### config.mk
export PLATFORM = sky130hd
export DESIGN_NAME = fme_transpose_ctrl
export DESIGN_NICKNAME = d
export VERILOG_FILES = /design/src/rtl/fme_transpose_ctrl.sv
export SDC_FILE = /design/constraint.sdc
export NUM_CORES = 1
export LEC_CHECK = 0
export ABC_CLOCK_PERIOD_IN_PS = 3100
export CORE_MARGIN = 4
export CORE_UTILIZATION = 30
export DETAILED_ROUTE_END_ITERATION = 6
export SLEW_MARGIN = 30
export SYNTH_ARGS = -nofsm -noshare
export SYNTH_HDL_FRONTEND = slang
export SYNTH_SLANG_ARGS = --single-unit
### constraint.sdc
create_clock -name clock -period 3.1 [get_ports clock]
set_clock_uncertainty 0.1 [all_clocks]
set_input_delay 0.465 -clock clock [delete_from_list [all_inputs] [get_ports clock]]
set_output_delay 0.465 -clock clock [all_outputs]
set_load 0.01 [all_outputs]
### src/rtl/fme_transpose_ctrl.sv
// Sequencing controller for an NxN transpose-buffer array: fills a block, then streams
// with the shift direction flipping every N beats so one block drains while the next fills.
module fme_transpose_ctrl #(
    parameter int BLOCK_SIZE = 8,
    parameter int CNT_WIDTH  = 3
) (
    input  logic                 clock,
    input  logic                 reset,
    input  logic                 in_valid,
    output logic                 in_ready,
    output logic                 out_valid,
    input  logic                 out_ready,
    input  logic                 flush,
    output logic                 cell_enable,
    output logic                 cell_direction,
    output logic [CNT_WIDTH-1:0] out_index,
    output logic                 out_last
);

    typedef enum logic [1:0] {
        ST_EMPTY  = 2'd0,
        ST_STREAM = 2'd1,
        ST_DRAIN  = 2'd2
    } state_t;

    localparam logic [CNT_WIDTH-1:0] CNT_LAST = CNT_WIDTH'(BLOCK_SIZE - 1);
    localparam logic [CNT_WIDTH-1:0] CNT_ZERO = {CNT_WIDTH{1'b0}};
    localparam logic [CNT_WIDTH-1:0] CNT_ONE  = CNT_WIDTH'(1);

    state_t                 state_q, state_d;
    logic [CNT_WIDTH-1:0]   cnt_q, cnt_d;
    logic                   dir_q, dir_d;
    logic                   flush_pend_q, flush_pend_d;

    logic                   flush_hold_s;
    logic                   wrap_s;
    logic                   shift_s;
    logic                   in_ready_s;
    logic                   out_valid_s;

    assign flush_hold_s = flush_pend_q && (cnt_q == CNT_ZERO);
    assign wrap_s       = (cnt_q == CNT_LAST);

    // Per-state shift condition and handshake levels, before reset gating
    always_comb begin
        shift_s     = 1'b0;
        in_ready_s  = 1'b0;
        out_valid_s = 1'b0;
        case (state_q)
            ST_EMPTY: begin
                shift_s     = in_valid;
                in_ready_s  = 1'b1;
                out_valid_s = 1'b0;
            end
            ST_STREAM: begin
                shift_s     = in_valid && out_ready && !flush_hold_s;
                in_ready_s  = out_ready && !flush_hold_s;
                out_valid_s = 1'b1;
            end
            ST_DRAIN: begin
                shift_s     = out_ready;
                in_ready_s  = 1'b0;
                out_valid_s = 1'b1;
            end
            default: begin
                shift_s     = 1'b0;
                in_ready_s  = 1'b0;
                out_valid_s = 1'b0;
            end
        endcase
    end

    // Next-state logic: counter/direction advance on shifts, mode changes on wrap or pending flush
    always_comb begin
        state_d      = state_q;
        cnt_d        = cnt_q;
        dir_d        = dir_q;
        flush_pend_d = flush_pend_q;
        if (shift_s) begin
            if (wrap_s) begin
                cnt_d = CNT_ZERO;
                dir_d = ~dir_q;
            end else begin
                cnt_d = cnt_q + CNT_ONE;
            end
        end else begin
            cnt_d = cnt_q;
        end
        case (state_q)
            ST_EMPTY: begin
                if (shift_s && wrap_s) begin
                    state_d = ST_STREAM;
                end else begin
                    state_d = ST_EMPTY;
                end
            end
            ST_STREAM: begin
                // The stalled cnt==0 cycle with a pending flush is the hand-off into DRAIN
                if (flush_hold_s) begin
                    state_d      = ST_DRAIN;
                    flush_pend_d = 1'b0;
                end else if (flush) begin
                    flush_pend_d = 1'b1;
                end else begin
                    flush_pend_d = flush_pend_q;
                end
            end
            ST_DRAIN: begin
                if (shift_s && wrap_s) begin
                    state_d = ST_EMPTY;
                end else begin
                    state_d = ST_DRAIN;
                end
            end
            default: begin
                state_d      = ST_EMPTY;
                cnt_d        = CNT_ZERO;
                dir_d        = 1'b0;
                flush_pend_d = 1'b0;
            end
        endcase
    end

    // Controller state registers with synchronous active-low reset
    always_ff @(posedge clock) begin
        if (!reset) begin
            state_q      <= ST_EMPTY;
            cnt_q        <= CNT_ZERO;
            dir_q        <= 1'b0;
            flush_pend_q <= 1'b0;
        end else begin
            state_q      <= state_d;
            cnt_q        <= cnt_d;
            dir_q        <= dir_d;
            flush_pend_q <= flush_pend_d;
        end
    end

    assign in_ready       = reset && in_ready_s;
    assign out_valid      = reset && out_valid_s;
    assign cell_enable    = reset && shift_s;
    assign out_last       = reset && out_valid_s && wrap_s;
    assign cell_direction = dir_q;
    assign out_index      = cnt_q;

endmodule

---- Yosys cells after proc, flatten, opt, wreduce, memory -nomap -nowiden ----
Cells that the tools add are included.
storage, ports and cells
  register bits ........................... 7
operators by class
  $add $sub $neg .......................... 1
  equal/unequal tests ..................... 5
  muxes and demuxes ....................... 11
  bitwise logic cells ..................... 2
  reductions and logical operators ........ 18
operator list
  cell                 count
  $logic_and 1x1->1    9
  $pmux 2 s3           1
  $reduce_and 2->1     3
  $mux 1               4
  $mux 2               2
  $pmux 1 s2           2
  $reduce_or 2->1      2
  $add 3x1->3 const B  1
  $eq 3x3->1 const B   1
  $logic_not 3->1      1
  $mux 3               1
  $ne 3x3->1 const B   1
  $pmux 1 s3           1
  $reduce_or 3->1      1
  $eq 2x1->1 const B   1
  $eq 2x2->1 const B   1
  $logic_not 2->1      1
  $ne 2x2->1 const B   1
  $not 1->1            2
  $logic_not 1->1      1

---- Depth between registers and ports, before layout ----
  depth after elaboration ................. 8
  gate-level depth with buffers ........... 6
  depth with buffers taken out ............ 6

---- Worst setup path before layout ----
OpenSTA, ideal clock, no wires.
  path kind ............................... reg-to-output
  start ................................... reg cnt_q[0], in the netlist out_index[0]
  end ..................................... out cell_enable
  arrival ................................. 1.318 ns
  data required time ...................... 2.535 ns
  path slack .............................. 1.217 ns
  stages on the path, launching flop included .. 7
  buffers on the path ..................... 0
  path through ............................ dfxtp_1 > inv_1 > ha_1 > nand3b_4 > nand4_4 > a21oi_4 > and2_1
on the way
  word-level cells in the longest chain between the ends .. 6
ends and longest elaborated chain
  item                      RTL line  RTL
  start: declaration        31        logic [CNT_WIDTH-1:0] cnt_q, cnt_d;
  start signal: assignment  133       cnt_q <= cnt_d;
  $logic_not 3->1           41        assign flush_hold_s = flush_pend_q && (cnt_q == CNT_ZERO);
  $logic_and 1x1->1         41
  $logic_not 1->1           56        shift_s = in_valid && out_ready && !flush_hold_s;
  $logic_and 1x1->1         56
  $pmux 1 s3                49        case (state_q)
  $logic_and 1x1->1         141       assign cell_enable = reset && shift_s;
  end: declaration          14        output logic cell_enable,
Every way passes these cells.

---- Final worst setup path ----
  start ................................... in out_ready
  end ..................................... out cell_enable
on the way
  word-level cells in the longest chain between the ends .. 4
ends and longest elaborated chain
  item                            RTL line  RTL
  start: declaration              12        input logic out_ready,
  $logic_and 1x1->1 (2 in a row)  56
  $pmux 1 s3 *                    49
  $logic_and 1x1->1 *             141
Mark *: on every way between the ends. The rest lies on a longest branch, timed or not.

==> flow_summary.toml <==
[global_route]
grt_max_degree = 8
grt_usage_pct = 9.95
grt_pass1_vias = 462
grt.overflow.total = 0
grt_first_pass_wirelength_um = 1900
antenna_found_initial = 0

[floorplanning]
num_io_pins = 13
die_x_um = 50.9
dieHeight_um = 50.9
coreArea_um2 = 1750
die_area_um2 = 2590
initial_core_util_pct = 31.7
placementRows = 15

[final_layout]
final_cells = 97
final_common_cell = "clkdlybuf4s50_1"
drive_gt1_share_pct = 15.3
syn_to_final_growth_pct = 32.1
n_antenna_cell = 0
layout.nets = 86
num-fill-cells = 185
final_cell_mix = "12 x clkdlybuf4s50_1, 8 x ha_1, 7 x nand2_1, 7 x dfxtp_1"

[placement]
post-place-cells = 93
port_buffers = 12
routabilityCongestion = 0.676
pre_cts_ws_ps = 419

[route]
ant_nets = 0
vias = 442
drt_iter0_drc = 5
routedWlPerCell_um = 10.9
wl_um = 1060
route.detailed.drc = 0
via_per_inst = 4.56
dr.pass1.iters = 4

[clocking]
cts.clk_slew.worst_paths_ps = 60
htree_num_levels = 1
cts-root-buf = "clkbuf_4"
clkSinkCount = 7
ctsResizeCount = 0
cts_buffers = 3
clockBufferDepth = 2
hold_buffers = 0
insertion_delay_ps = 260
cts_tree = "built"
cts_setup_buffers = 0

[pwr]
p_seq_share_pct = 43.4
powerDensity_nw_per_um2 = 303
pwr-share-comb_pct = 16.4
irDropWorstVdd_v = 0.000153
leakage_uw = 0.000308
p_int_uw = 162
clkPwrFrac_pct = 40.2
switchingPower_uw = 59.5
sw_frac_of_total_pct = 26.9

[sta]
max_freq_ghz = 0.375
relSlewSlack_pct = 71.8
setup_ws_ps = 430
hold_ws_ps = 389
min_period_ps = 2670
final_hold_viol_count = 0
drv_slew = 0
post-route-period-util_pct = 86.1
tns_ps = 0
rsz0062_at_grt = "false"
tightest_slew_ps = 421
setup_violations = 0

[yosys]
syn_area_um2 = 553
syn_area_per_cell_um2 = 9.88
synth_cell_type_count = 24
yosysWarnings = 0
postSynthCellCount = 56
synth_seq_cells = 7
ys_seq_area_share_pct = 25.3
synth_fp_nets = 69

[worst_setup_path]
critPathLaunch = "out_ready"
r2r_cells = 5
crit_type = "primary input to output pin"
r2r-end = "state_q[0]$_SDFFE_PN0N_"
crit_path_end_kind = "output pin"
critPathRequiredTime_ps = 2530
reg2reg_from = "state_q[1]$_SDFFE_PN0N_"
cp.arrival_ps = 2100
crit_fanout = 4
crit_end = "cell_enable"
reg2reg_slack_ps = 1510
start_kind = "primary input"

[run]
cap_violations = 0

[outcome]
status = "completed"

[min_path]
hold_path_class = "register to register"
min_from = "cell_direction$_SDFFE_PN0P_"
==> cell families (layout without fill, tap and decap cells) <==
family | after synthesis | after routing | synth area share (%)
buf+inv | 6 | 22 | 4.07
mux | 5 | 5 | 9.05
fa+ha+maj | 8 | 8 | 18.1
simple gates | 21 | 21 | 24.9
flops | 7 | 7 | 25.3
compound gates | 9 | 9 | 18.6
==> critical path, stage by stage <==
cell and delay (ps):
clkdlybuf4s50_1 590, nand4_4 150, a21oi_4 220, and2_1 150, clkdlybuf4s50_1 530
==> per-stage QoR <==
step	area (µm²)	power [µW]	util [%]
after floorplan	553	116	-
after global placement	704	135	40.4
after detailed placement	704	135	40.4
after CTS	731	226	41.9
after global routing	731	231	41.9
final	731	221	41.9
==> worst min path at each step <==
| stage | to | slack, ps | depth (start not counted) |
|---|---|---|---|
| 6_report | cell_direction$_SDFFE_PN0P_ | 390 | 2 |
| 5_1_grt | cell_direction$_SDFFE_PN0P_ | 410 | 2 |
| 4_1_cts | cell_direction$_SDFFE_PN0P_ | 390 | 2 |
| 3_5_place_dp | cell_direction$_SDFFE_PN0P_ | 380 | 2 |
| 3_3_place_gp | cell_direction$_SDFFE_PN0P_ | 360 | 2 |
| 2_1_floorplan | cell_direction$_SDFFE_PN0P_ | 390 | 2 |
==> registers in the layout, summed over array words and instances (netlist names) <==
| signal | cells |
|---|---|
| flush_pend_q | 1 |
| cell_direction | 1 |
| out_index | 3 |
| state_q | 2 |
==> layer usage <==
layer | vias to the layer above | share of wire [%] | track usage, %
met4 | 0 | 4.4 | 9.42
met3 | 5 | 7.3 | 2.62
met5 | - | 0 | 0
met2 | 13 | 42 | 15.0
li1 | 226 | - | -
met1 | 198 | 46 | 11.2
==> cells in the mapped netlist (all sizes together) <==
cell type | instances | area, µm²
ha | 8 | 100
nand2 | 8 | 37.5
dfxtp | 7 | 140
inv | 6 | 22.5
mux2i | 5 | 50.1
nor2 | 4 | 15.0
a21oi | 3 | 37.5
and2 | 2 | 12.5
a211oi | 1 | 7.51
a22oi | 1 | 21.3
a311oi | 1 | 15.0
a31oi | 1 | 6.26
a41o | 1 | 10.0
and3 | 1 | 6.26
nand2b | 1 | 6.26
nand3b | 1 | 20.0
nand4 | 1 | 21.3
nor3 | 1 | 5.00
o21ai | 1 | 5.00
or2b | 1 | 7.51
or3 | 1 | 6.26
==> power groups by stage <==
stage               clock [µW]  sequential (µW)  combinational [µW]
floorplan                    0             98.8                17.2
global placement             0             98.2                36.3
detailed placement           0             98.2                36.7
CTS                       93.3             96.2                36.8
global route              94.1             96.7                40.3
finish                    88.9             96.1                36.2
==> area by class of cell <==
| type | count | area (µm²) | share of cell area, % |
|---|---|---|---|
| Timing Repair Buffer | 12 | 120 | 16.4 |
| Tap cell | 25 | 31.3 | 4.28 |
| Sequential cell | 7 | 140 | 19.2 |
| Clock buffer | 4 | 26.3 | 3.60 |
| Multi-Input combinational cell | 43 | 390 | 53.4 |
| Inverter | 6 | 22.5 | 3.08 |
Power figures use the tool's default switching activity.
